### src/rtl/reg_share_arbiter.sv
// ============================================================================
// Module  : reg_share_arbiter
// Purpose : Two-requester arbiter that guards one shared WIDTH-bit register.
//           Moore FSM (IDLE/G0/G1) with last-served tie-break and bounded hold.
//           Optional ARB_PARITY_EN adds a registered even-parity output q_par.
// Revision: 1.0 - initial release
// ============================================================================
`default_nettype none

module reg_share_arbiter #(
    parameter int WIDTH = 8,
    parameter int HOLD  = 4
) (
    input  logic             clk,
    input  logic             rst,
    input  logic             req0,
    input  logic             req1,
    input  logic             we0,
    input  logic             we1,
    input  logic [WIDTH-1:0] wd0,
    input  logic [WIDTH-1:0] wd1,
    output logic             gnt0,
    output logic             gnt1,
    output logic             busy,
    output logic [WIDTH-1:0] q
`ifdef ARB_PARITY_EN
    ,
    output logic             q_par
`endif
);

    localparam logic [1:0] S_IDLE = 2'd0;
    localparam logic [1:0] S_G0   = 2'd1;
    localparam logic [1:0] S_G1   = 2'd2;

    localparam logic [3:0] C_HOLD_LAST = 4'(HOLD - 1);
    localparam logic [3:0] C_CNT_MAX   = 4'd15;

    logic [1:0]       state_q, state_d;
    logic             lp_q, lp_d;
    logic [3:0]       cnt_q, cnt_d;
    logic [WIDTH-1:0] data_q, data_d;
    logic             wr_en;

    // ------------------------------------------------------------------
    // Next-state logic
    // ------------------------------------------------------------------
    always_comb begin
        state_d = state_q;
        lp_d    = lp_q;
        cnt_d   = cnt_q;

        case (state_q)
            S_IDLE: begin
                if (req0 && !req1) begin
                    state_d = S_G0;
                end else if (req1 && !req0) begin
                    state_d = S_G1;
                end else if (req0 && req1) begin
                    state_d = lp_q ? S_G0 : S_G1;
                end
            end

            S_G0: begin
                if (!req0) begin
                    state_d = req1 ? S_G1 : S_IDLE;
                end else if (req1 && (cnt_q == C_HOLD_LAST)) begin
                    state_d = S_G1;
                end else if (cnt_q != C_CNT_MAX) begin
                    cnt_d = cnt_q + 4'd1;
                end
            end

            S_G1: begin
                if (!req1) begin
                    state_d = req0 ? S_G0 : S_IDLE;
                end else if (req0 && (cnt_q == C_HOLD_LAST)) begin
                    state_d = S_G0;
                end else if (cnt_q != C_CNT_MAX) begin
                    cnt_d = cnt_q + 4'd1;
                end
            end

            default: begin
                state_d = S_IDLE;
            end
        endcase

        // Any transition into a grant state records the winner and restarts hold.
        if ((state_d == S_G0) && (state_q != S_G0)) begin
            lp_d  = 1'b0;
            cnt_d = 4'd0;
        end else if ((state_d == S_G1) && (state_q != S_G1)) begin
            lp_d  = 1'b1;
            cnt_d = 4'd0;
        end
    end

    // ------------------------------------------------------------------
    // Shared register write path: only the current holder may write,
    // including on the edge where its grant is handed over.
    // ------------------------------------------------------------------
    always_comb begin
        data_d = data_q;
        wr_en  = 1'b0;
        if ((state_q == S_G0) && we0) begin
            data_d = wd0;
            wr_en  = 1'b1;
        end else if ((state_q == S_G1) && we1) begin
            data_d = wd1;
            wr_en  = 1'b1;
        end
    end

    always_ff @(posedge clk or negedge rst) begin
        if (!rst) begin
            state_q <= S_IDLE;
            lp_q    <= 1'b1;
            cnt_q   <= 4'd0;
        end else begin
            state_q <= state_d;
            lp_q    <= lp_d;
            cnt_q   <= cnt_d;
        end
    end

    always_ff @(posedge clk or negedge rst) begin
        if (!rst) begin
            data_q <= '0;
        end else if (wr_en) begin
            data_q <= data_d;
        end
    end

`ifdef ARB_PARITY_EN
    logic par_q;

    always_ff @(posedge clk or negedge rst) begin
        if (!rst) begin
            par_q <= 1'b0;
        end else if (wr_en) begin
            par_q <= ^data_d;
        end
    end

    assign q_par = par_q;
`endif

    assign gnt0 = (state_q == S_G0);
    assign gnt1 = (state_q == S_G1);
    assign busy = gnt0 | gnt1;
    assign q    = data_q;

endmodule

`default_nettype wire

### config.mk
export PLATFORM = sky130hd
export DESIGN_NAME = reg_share_arbiter
export DESIGN_NICKNAME = d
export VERILOG_FILES = /design/src/rtl/reg_share_arbiter.sv
export SDC_FILE = /design/constraint.sdc
export NUM_CORES = 1
export LEC_CHECK = 0
export ABC_AREA = 0
export ABC_CLOCK_PERIOD_IN_PS = 3690
export CORE_UTILIZATION = 35
export DETAILED_ROUTE_END_ITERATION = 10
export PLACE_DENSITY = 0.65
export SLEW_MARGIN = 25
export SYNTH_ARGS = -nofsm -noshare
export SYNTH_HDL_FRONTEND = slang
export SYNTH_SLANG_ARGS = --single-unit
export TNS_END_PERCENT = 30
### constraint.sdc
create_clock -name clk -period 3.69 [get_ports clk]
set_clock_uncertainty 0.1 [all_clocks]
set_input_delay 0.738 -clock clk [delete_from_list [all_inputs] [get_ports clk]]
set_output_delay 0.738 -clock clk [all_outputs]
set_load 0.005 [all_outputs]
# Word-level counts from Yosys, hierarchy flattened
# Index checks and enable logic that the tools add are counted.
# word_totals
reg_bits,15
latch_bits,0
ram_bits,0
rom_bits,0
in_bits,22
memories,0
# classes
addsub,1
mul,0
div,0
n_lt_le_gt_ge,0
eq_ne,12
shift,0
muxes,25
bitwise,1
n_reduce_logical,17
# ops
op,n
2-to-1 mux 4 bit,7
2-to-1 mux 2 bit,9
2-to-1 mux 8 bit,2
"!= test 4 x 2 -> 1 bit, second input constant",4
logical AND 1 bit,9
one-hot mux 4 bit (2 select lines),1
one-hot mux 2 bit (3 select lines),1
2-to-1 mux 1 bit,5
AND reduction 5 bit,1
"adder 4 x 1 -> 4 bit, second input constant",1
"== test 2 x 1 -> 1 bit, second input constant",2
"== test 2 bit, second input constant",2
"== test 4 x 2 -> 1 bit, second input constant",1
"!= test 4 bit, second input constant",1
nonzero test 2 bit,2
nonzero test 4 bit,1
logical NOT 1 bit,2
logical NOT 2 bit,1
"!= test 2 x 1 -> 1 bit, second input constant",1
"!= test 2 bit, second input constant",1
AND reduction 2 bit,1
OR 1 bit,1

# Depth between registers and ports, before layout
# Gate-level depths: netlist of run 1.
# logic_depth
word_depth,9
ltp_mapped,7
mapped_depth_nobuf,7

# Worst setup path before layout of run 1
# Ideal clock, no wire load.
# synth_path
kind,input to register
from,input port req0
to,register cnt_q[0]
setup_time_ps,138
t_arrival_ps,1670
required_time_ps,3452
path_slack_ps,1782
cell_stages,5
path_cell_list,and4bb_1 > a21oi_1 > a221oi_2 > a2111oi_4 > nor3_1
# synth_between
elab_chain_len,9
# synth_rtl
item,line_no,rtl
from (decl),16,"input logic req0,"
logical AND 1 bit / logical NOT 1 bit (equally long branches),--,
2-to-1 mux 2 bit / logical AND 1 bit (equally long branches),"59, 57",
2-to-1 mux 2 bit,57,end else if (req1 && !req0) begin
2-to-1 mux 2 bit,55,if (req0 && !req1) begin
one-hot mux 2 bit (3 select lines),53,case (state_q)
== test 2 x 1 -> 1 bit / == test 2 bit (equally long branches),"90, 93",
"logical AND 1 bit, on equally long branches","90, 93",
"!= test 4 x 2 -> 1 bit (no source line), or another cell as far along",--,
AND reduction 5 bit (no source line) / 2-to-1 mux 4 bit (equally long branches),--,
to (signal assigned),123,cnt_q <= cnt_d;
to (decl),41,"logic [3:0] cnt_q, cnt_d;"
# Several ways; a longest one is shown, not always the timed one.
# A chain may end at the register's enable or synchronous reset.

# Worst setup path after layout of run 1
# layout_path
from,register state_q[0]
to,output port gnt1
# layout_between
elab_chain_len,1
# layout_rtl
item,line_no,rtl
from (decl),39,"logic [1:0] state_q, state_d;"
from (signal assigned),121,state_q <= state_d;
== test 2 bit,150,assign gnt1 = (state_q == S_G1);
to (decl),23,"output logic gnt1,"
# No other way between the ends.

==> results of run 1 <==
-- cell families after synthesis --
kind of cell / synth area share (%)
AO/OA/AOI/OAI: 16.5
multiplexers: 9.81
AND/OR/NAND/NOR: 20.6
adder cells (fa/ha/maj): 6.81
buffers and inverters: 2.45
flip-flops: 41.0
XOR/XNOR: 2.86
-- state kept, by name, summed over array words and instances (netlist names) --
register and flops:
state_q 2, lp_q 1, cnt_q 4, q 8
-- cell type report --
type / count / area share (%)
Timing Repair Buffer: 32 / 24.7
Sequential cell: 15 / 29.1
Multi-Input combinational cell: 72 / 40.1
Inverter: 4 / 1.16
Tap cell: 30 / 2.90
Clock buffer: 4 / 2.03
-- critical path: cells and delay by family (launching register included) --
kind / cells / cell delay (ns)
buffers and inverters: 2 / 0.68
flip-flops: 1 / 0.45
adder cells (fa/ha/maj): 1 / 0.36
-- synth_stat cells, drive strengths merged --
cell / instances / area, um^2
nor4b: 1 / 15.0
a2111oi: 1 / 27.5
clkbuf: 2 / 7.51
o21bai: 1 / 7.51
a21o: 1 / 7.51
o21a: 1 / 7.51
o211ai: 1 / 7.51
o211a: 1 / 10.0
and3: 2 / 12.5
nor2: 4 / 15.0
and4bb: 1 / 12.5
nand2: 11 / 41.3
a221oi: 1 / 15.0
nor3: 5 / 25.0
nand3: 6 / 30.0
a21oi: 3 / 15.0
o21ai: 9 / 45.0
and2: 1 / 6.26
a22o: 1 / 8.76
ha: 5 / 62.6
nor3b: 1 / 12.5
dfstp: 1 / 26.3
inv: 4 / 15.0
mux2i: 9 / 90.1
nor4: 1 / 6.26
nand2b: 2 / 12.5
xnor2: 3 / 26.3
dfrtp: 14 / 350
-- through the flow --
step           hold WS [ns]  setup WS, ns  util (%)  std cells  cell area (um^2)
2_1_floorplan         0.342          1.78         -         93               918
3_3_place_gp          0.370          1.05      51.2        153              1270
3_5_place_dp          0.375          1.06      51.2        153              1270
4_1_cts               0.388          1.09      52.3        157              1290
5_1_grt               0.416          1.02      52.3        157              1290
6_report              0.388          1.09      52.3        157              1290
-- power breakdown --
| group | internal (mW) | total [mW] | leakage [nW] | switching (mW) |
|---|---|---|---|---|
| Combinational | 0.267 | 0.487 | 0.387 | 0.220 |
| Clock | 0.0418 | 0.0885 | 0.0150 | 0.0467 |
| Sequential | 0.241 | 0.296 | 0.188 | 0.0542 |
-- how the worst max path moves through the flow --
stage	start	endpoint
after global placement	req1	lp_q
final	state_q[0]	gnt1
after global routing	state_q[0]	gnt1
after floorplan	req0	cnt_q[0]
after detailed placement	req1	cnt_q[0]
after CTS	state_q[0]	gnt1
-- cells in the final DEF (no fill, tap or decap), types with 2 or more instances in the layout --
| master | Yosys | final |
|---|---|---|
| sky130_fd_sc_hd__clkdlybuf4s50_1 | 0 | 32 |
| sky130_fd_sc_hd__dfrtp_1 | 14 | 14 |
| sky130_fd_sc_hd__nand2_1 | 11 | 11 |
| sky130_fd_sc_hd__o21ai_0 | 9 | 9 |
| sky130_fd_sc_hd__mux2i_1 | 9 | 9 |
| sky130_fd_sc_hd__nand3_1 | 6 | 6 |
| sky130_fd_sc_hd__nor3_1 | 5 | 5 |
| sky130_fd_sc_hd__ha_1 | 5 | 5 |
| sky130_fd_sc_hd__nor2_1 | 4 | 4 |
| sky130_fd_sc_hd__inv_1 | 3 | 3 |
| sky130_fd_sc_hd__a21oi_1 | 3 | 3 |
| sky130_fd_sc_hd__xnor2_1 | 3 | 3 |
| sky130_fd_sc_hd__clkbuf_4 | 0 | 3 |
| sky130_fd_sc_hd__nand2b_1 | 2 | 2 |
| sky130_fd_sc_hd__and3_1 | 2 | 2 |
-- routing by layer --
layer	vias up	GRT usage [%]	routed length, um
met4	0	5.26	8
met3	2	3.45	137
met2	34	26.0	893
li1	402	-	-
met1	368	19.4	850
met5	-	0	0
==> results.txt, run 1 <==
The layout has 246 filler cells. The category of the most critical setup path is reg2out. The placeable core region came out at 2480 um^2. The worst-case hold path end point was lp_q. The logs give 0 for the number of max-cap violations and 0 for the remaining global-route overflow. Counting I/O delays and the setup requirement, the final critical path takes 2.60 ns. The measured slew at the worst slew-check pin was 0.676 ns.

In the routed layout, each cell is associated on average with a via count of 5.13. Instance count of the mapped netlist: 93. The clock transition at the registers of the reported paths came out at 0.08 ns. In this run the cell area of the synthesized design comes to 918 um^2.

Post-CTS repair changed the size of 0 cells. Setup violations remaining at the end of the flow were counted as 0. The last weighted congestion value of the routability-driven placer came out at 0.813. The number of diodes added for antenna fixing was 0. The tools report the number of failing hold endpoints at the final stage as 0. The number of H-tree levels is 1.

The tools report the storage element area as 377 um^2. The run gives 0 as the post-CTS setup repair buffer count. The worst register-to-register path has a depth of 7. The final layout contains 155 nets. The tools report the startpoint of the worst register-to-register path as state_q[0]. After synthesis, the mean cell area works out to 9.88 um^2. The number of sinks on the clock net came out at 15. The number of antenna violations at the first check in global routing is 0. For the data arrival time of the critical path, the log shows 1.76 ns. The worst-path cell with the longest stage delay was sky130_fd_sc_hd__clkdlybuf4s50_1.

For this run, design rule violations remaining after detail routing come to 0. The total of buffers placed on input and output ports works out to 32. The worst hold path class was reg2reg. Final max-slew violation count: 0. The worst hold path begins at lp_q.

The area growth from synthesis to layout came out at 41.0%. The pre-antenna-repair detailed-routing pass consisted of 4 iterations. In this run the register-to-register setup slack is 1.56 ns.

The flow ran to the end, and the final reports show no timing, DRC or antenna violations. The synthesized netlist net count is 120. Cells with a size suffix above 1 make up 7.09% of the layout. The headroom to the max-slew limit was 54.8%; the via count of the routed design was 806. The starting utilization of the core area was 37.1%; the largest net degree at the start of global routing was 17. The total power is 871 uW, and the power density of the placed cells is 673 nW/um^2.

The tools report the row count as 18. The tools report the clock root buffer as sky130_fd_sc_hd__clkbuf_4. In this run the vertical extent of the chip is 53.2 um. Counting instances, the worst hold path has a depth of 2.

The leakage dissipation was 0.589 nW; the count of antenna-violating nets left after detailed routing was 0. For the via count of the first global-routing pass, the log shows 782. The number of library cell types mapped by synthesis is 29. Traced cell by cell, the critical path runs through inv_1, ha_1, clkdlybuf4s50_1. During synthesis, Yosys emitted a total of 0 warnings. After the first detailed-routing iteration, the DRC count stood at 6. After clock tree synthesis, the flow added hold-fix buffers numbering 0. After routing, the total negative slack on setup checks comes to 0 ns. For this design the top-level I/O count stands at 33. TritonCTS built the clock tree. Data on the critical path is required at its endpoint by 2.85 ns. The overall global routing resource usage is 15.5%. The maximum operating frequency is 0.385 GHz.

The tools report the insertion delay of the later-clocked pin in the worst-skew pair as 0.27 ns. The tools report the launching element type of the critical path as a flip-flop. Detailed placement ended at an HPWL of 1530 um. In this design, the stage delay of the slowest critical-path cell is 0.57 ns. IR analysis of the VDD net gives a maximum drop of 0.000317 V. The routed length per instance is 12.0 um, and the deepest clock path buffer count is 2. The horizontal die dimension came out at 53.2 um. Setup repair after global routing left no endpoint under its margin. The floorplan step defined a die boundary enclosing 2830 um^2. The share of the clock period used by the worst path was 70.4%.

After synthesis the netlist holds a flip-flop and latch count of 15. The first global-routing pass estimated 3220 um of wire. The worst setup path is captured at an output pin. TritonCTS created 3 clock buffers. The multi-input combinational cells in the finished layout cover a total of 519 um^2. The run gives 1890 um as the total wire length. The worst register-to-register path ends at lp_q. The largest fanout on the critical path is 7, and the sequential-to-total area share from yosys stat is 41.0%.
Note: power is estimated with default switching activity, not from simulation.
==> run 2: changes to the inputs <==
--- a/config.mk
+++ b/config.mk
@@ -6,7 +6,7 @@
 export NUM_CORES = 1
 export LEC_CHECK = 0
 export ABC_AREA = 0
-export ABC_CLOCK_PERIOD_IN_PS = 3690
+export ABC_CLOCK_PERIOD_IN_PS = 2700
 export CORE_UTILIZATION = 35
 export DETAILED_ROUTE_END_ITERATION = 10
 export PLACE_DENSITY = 0.65
==> constraint.sdc (replaced) <==
create_clock -name clk -period 2.7 [get_ports clk]
set_clock_uncertainty 0.1 [all_clocks]
set_input_delay 0.54 -clock clk [delete_from_list [all_inputs] [get_ports clk]]
set_output_delay 0.54 -clock clk [all_outputs]
set_load 0.005 [all_outputs]
==> results.txt, run 2 (same netlist as run 1, synthesis figures left out) <==
The flow ran to the end, and the final reports show no timing, DRC or antenna violations. Chip height: 53.2 um (unchanged). The number of failing hold endpoints at the final stage was 0 (unchanged); the delay contributed by the slowest stage of the critical path was 0.56 ns (about the same). The required time of the critical path was 2.06 ns (-0.79 ns). The logs give 0.813 (unchanged) for the last weighted congestion value of the routability-driven placer and 17 (unchanged) for the largest net degree at the start of global routing. For the number of failing setup endpoints in the final timing report, the log shows 0 (unchanged). The instance count along the most critical hold path is 2 (unchanged), and the routed length per instance is 12.1 um (+0.79%). The worst setup path is captured at an output pin. The post-CTS setup repair buffer count is 0 (unchanged), and the number of antenna violations at the first check in global routing is 0 (unchanged).

The headroom to the max-slew limit is 55.0% (+0.27 points). The run gives 0.000540 V (+70%) as the maximum ir drop on the vdd rail. The power density of the placed cells was 920 nW/um^2 (+37%); the number of vias per cell after detailed routing was 5.10 (-0.74%). Storage element area: 377 um^2 (unchanged). The count of placed standard cells in the final layout, fillers left out is 157 (unchanged), and the measured slew at the worst slew-check pin is 0.672 ns (-0.00408 ns). The tools report the post-cts resize count as 0 (unchanged). The share of post-route cells with drive strength above 1 is 7.09% (unchanged).

The area occupied by multi-input gates is 519 um^2 (unchanged), and the maximum operating frequency is 0.420 GHz. Most common cell after layout, fill and taps aside: sky130_fd_sc_hd__clkdlybuf4s50_1. The insertion delay of the later-clocked pin in the worst-skew pair came out at 0.27 ns (about the same).

Worst-path cell with the longest stage delay: sky130_fd_sc_hd__clkdlybuf4s50_1. The data arrival time of the critical path came out at 1.74 ns (-0.02 ns). The placeable core region was 2480 um^2 (unchanged); the post-route setup TNS was 0 ns (unchanged). The number of diodes added for antenna fixing is 0 (unchanged), and the clock transition at the registers of the reported paths is 0.09 ns (about the same).

CTS placed an instance of sky130_fd_sc_hd__clkbuf_4 at the clock tree root. The total wire length was 1900 um (+0.79%). The total power was 1.19 mW (+37%). The tools report the number of top-level pins as 33 (unchanged). The via count of the routed design is 800 (-0.74%), and the number of filler instances in the final layout is 249 (+1.2%). The logs give 3 (-3) for the detailed router's first-iteration violation count and 0.388 ns (-0.000215 ns) for the post-route worst hold slack. The tools report the remaining global-route overflow as 0 (unchanged). Leaving out fill and tap cells, the most frequent cells in the layout are 32 x sky130_fd_sc_hd__clkdlybuf4s50_1, 14 x sky130_fd_sc_hd__dfrtp_1, 11 x sky130_fd_sc_hd__nand2_1.

The total DRC errors in the routed layout was 0 (unchanged); the logic depth of the worst register-to-register path was 7 (unchanged). The horizontal die dimension is 53.2 um (unchanged). The tools report the clock buffer count from CTS as 3 (unchanged). The category of the most critical setup path was reg2out. The die area was 2830 um^2 (unchanged). The run gives 155 (unchanged) as the final-stage net count. Area growth from synthesis to layout: 41.0% (unchanged). The critical path goes through inv_1, ha_1, clkdlybuf4s50_1.

The via count of the first global-routing pass was 779 (-0.38%); the total of buffers placed on input and output ports was 32 (unchanged). The logs give 1510 um (-1.1%) for the HPWL after detailed placement and 0 (unchanged) for the number of max-cap violations. The leakage dissipation was 0.589 nW (unchanged); the final max-slew violation count was 0 (unchanged). Deepest clock path buffer count: 2 (unchanged). Setup repair after global routing left no endpoint under its margin.

The tools report the number of placed cells counting well taps as 153 (unchanged). The largest fanout on the critical path was 7 (unchanged). The worst hold path belongs to the class reg2reg. The number of detailed-routing iterations run before antenna repair was 3 (-1). The starting utilization of the core area is 37.1% (unchanged), and the count of antenna-violating nets left after detailed routing is 0 (unchanged). The overall global routing resource usage came out at 15.4% (-0.10 points). For the global-route wire length before repair, the log shows 3190 um (-0.87%). For the hold-fix buffer count after cts, the log shows 0 (unchanged). The launching element type of the critical path is a flip-flop.

The share of the clock period used by the worst path is 88.1%. TritonCTS built the clock tree. The flip-flop count of the largest register, all copies and words added is 8 (unchanged), and the number of H-tree levels is 1 (unchanged). The logs give 18 (unchanged) for the row count and 15 (unchanged) for the number of sinks on the clock net.

The time the final worst path needs with I/O delays and setup works out to 2.38 ns.
[run 2: power by group]
part,leakage (nW),internal [mW],switching [mW],total [mW]
registers,0.188,0.330,0.0710,0.401
logic,0.387,0.365,0.301,0.666
clock network,0.0150,0.0571,0.0670,0.124
total,0.589,0.752,0.439,1.19
[run 2: worst paths after layout]
check,startpoint,endpoint,slack [ns]
max reg2reg,state_q[0],lp_q,0.60
min in group asynchronous,rst,q[7],0.57
max in group asynchronous,rst,q[3],1.50
min,lp_q,lp_q,0.39
max,state_q[0],gnt1,0.32
min reg2reg,lp_q,lp_q,0.39
[run 2: cell type report]
type,count,share of cell area (%)
clock buffers,4,2.03
inverters,4,1.16
multi-input cells,72,40.1
flip-flops and latches,15,29.1
well taps,30,2.90
repair buffers,32,24.7
[run 2: critical path: cells and delay by family (launching register included)]
kind,cells,cell delay (ns)
DFF,1,0.45
buffers and inverters,2,0.67
adders and majority gates,1,0.34
[run 2: metrics by stage]
stage / instance area [um^2] / setup WS (ns) / util, %
6_report: 1290 / 0.322 / 52.3
5_1_grt: 1290 / 0.230 / 52.3
4_1_cts: 1290 / 0.309 / 52.3
3_5_place_dp: 1270 / 0.274 / 51.2
3_3_place_gp: 1270 / 0.261 / 51.2
2_1_floorplan: 918 / 0.809 / -
[run 2: metal layers]
| layer | GRT usage, % | wire length (um) |
|---|---|---|
| met1 | 18.6 | 845 |
| met2 | 26.5 | 907 |
| met3 | 4.60 | 151 |
| met4 | 3.95 | 0 |
| met5 | 0 | 0 |
==> variant: new RTL, settings of run 2 <==
The option `ARB_PARITY_EN` is turned on by a define.
--- a/src/rtl/reg_share_arbiter.sv
+++ b/src/rtl/reg_share_arbiter.sv
@@ -8,2 +8,4 @@
 `default_nettype none
+
+`define ARB_PARITY_EN
 
Function (old outputs only; new: q_par): kept (Yosys induction, for registers that start in step).
==> variant against run 2 <==
The run now ends with DRC left; combinational power up 14%; total power up 13%; final area up 14%; worst setup slack better by 0.064 ns; critical endpoint is now gnt0; die area up 16%; count of clock-buffer cells in the layout unchanged; sequential cell count up 1; routed wire length up 22%; synthesized area up 17%.
==> variant: results (changes against run 2) <==
metric	value	unit	change
detailed-placement wirelength estimate	1.81	mm	was 1.51 mm
failing checks	DRC		
critical path arrival	1.67	ns	was 1.74 ns
DRT Wirelength	2.32	mm	was 1.90 mm
met1 Track Usage GR	0.217		was 0.186
status	finished with violations		was complete, no violations
global-route met3 utilization	0.0227		was 0.0460
beginning of the worst register-to-register path	state_q[0]		unchanged
Max VDD drop	0.427	mV	was 0.540 mV
leading cell types by total area after synthesis	dfrtp_1, xnor2_1, mux2i_1		was dfrtp_1, mux2i_1, ha_1
clock root buffer	clkbuf_4		unchanged
Hold Crit Start	lp_q		unchanged
Syn Nets	134		was 120
max layer used	met4		was met3
routed wl met3	116	µm	was 151 µm
htree depth	1		unchanged
post-DR vias/cell	5.32		was 5.10
grt met2 use	0.289		was 0.265
setup bufs post-CTS	0		unchanged
Pleak	0.619	nW	was 0.589 nW
top cell family by delay on the critical path	buffers and inverters		unchanged
Syn. warnings	0		unchanged
worst slack, placed	0.282	ns	was 0.274 ns
antenna violations before repair	0		unchanged
Main synth FF type	dfrtp_1		unchanged
metal2 WL	1.10	mm	was 907 µm
Worst Hold Class	reg2reg		unchanged
Seq/Total Area, Yosys	0.373		was 0.410
gpl congestion	0.922		was 0.813
Max FO, Critical Path	6		was 7
Worst Tran Pin Value	0.749	ns	was 0.672 ns
worst setup path start	state_q[1]		was state_q[0]
DRT Pass-1 Iters	7		was 3
largest net degree at the start of global routing	19		was 17
Placed Instance Area	1440	µm²	was 1270 µm²
buffer depth of the longest clock path	2		unchanged
global-route wire length before repair	4.39	mm	was 3.19 mm
commonest cells in the synthesized netlist	dfrtp_1, xnor2_1, nand2_1, o21ai_0, mux2i_1		was dfrtp_1, nand2_1, mux2i_1, o21ai_0, nand3_1
share of cells above drive strength 1	0.0775		was 0.0709
worst-skew pair later-pin latency	0.29	ns	was 0.27 ns
Metal-1 WL	1.07	mm	was 845 µm
synth unique cells	31		was 29
clock-pin slew on the worst setup and hold paths	0.10	ns	
asr flop ratio synth	1.00		unchanged
All-Layer GR Usage	0.168		was 0.154
DRC viols	2		was 0
vias in the first global route	1034		was 779
gate count of the mapped netlist	107		was 93
# port buffers	33		was 32
drt initial violations	9		was 3
fin cells	173		was 157
# fillers	274		was 249
Inserted Diodes	0		unchanged
variant: cell count changes after synthesis, sizes merged, moves of 2 or more:
| cell | before | now |
|---|---|---|
| o21ai | 9 | 12 |
| xnor2 | 3 | 15 |
| xor2 | 0 | 2 |
| a21oi | 3 | 0 |
| and3 | 2 | 0 |
| nand3 | 6 | 2 |
| a21boi | 0 | 2 |
| a31oi | 0 | 2 |
| and2 | 1 | 3 |
| nand4bb | 0 | 2 |
variant: final cells by class:
type / count / area [µm²] / area share
multi-input cells: 86 / 656 / 0.445
clock buffers: 4 / 36.3 / 0.0246
flip-flops and latches: 16 / 402 / 0.272
well taps: 31 / 38.8 / 0.0263
repair buffers: 33 / 330 / 0.224
inverters: 3 / 11.3 / 0.00764
variant: path summary, 6_finish.rpt:
kind | endpoint | slack (ns) | depth (start not counted)
max | gnt0 | 0.39 | 3
min | lp_q | 0.38 | 2
max reg2reg | cnt_q[3] | 0.71 | 7
min reg2reg | lp_q | 0.38 | 2
max in group asynchronous | cnt_q[3] | 1.44 | 1
min in group asynchronous | q_par | 0.59 | 1
variant: tightest hold or removal path: stages, from the launching register on:
cell and delay (ns):
dfstp_2 0.38, inv_1 0.04, o21bai_1 0.07
variant: power by group:
part	switching, mW	internal [mW]
Sequential	0.0696	0.352
Combinational	0.347	0.414
Clock	0.0780	0.0820
variant: cell families after synthesis:
| logic type | count (synthesis) | share of synthesized area |
|---|---|---|
| multiplexers | 10 | 0.0930 |
| XOR/XNOR | 17 | 0.138 |
| AND/OR/NAND/NOR | 32 | 0.181 |
| buffers and inverters | 5 | 0.0174 |
| flip-flops | 16 | 0.373 |
| adder cells (fa/ha/maj) | 5 | 0.0581 |
| AO/OA/AOI/OAI | 22 | 0.138 |
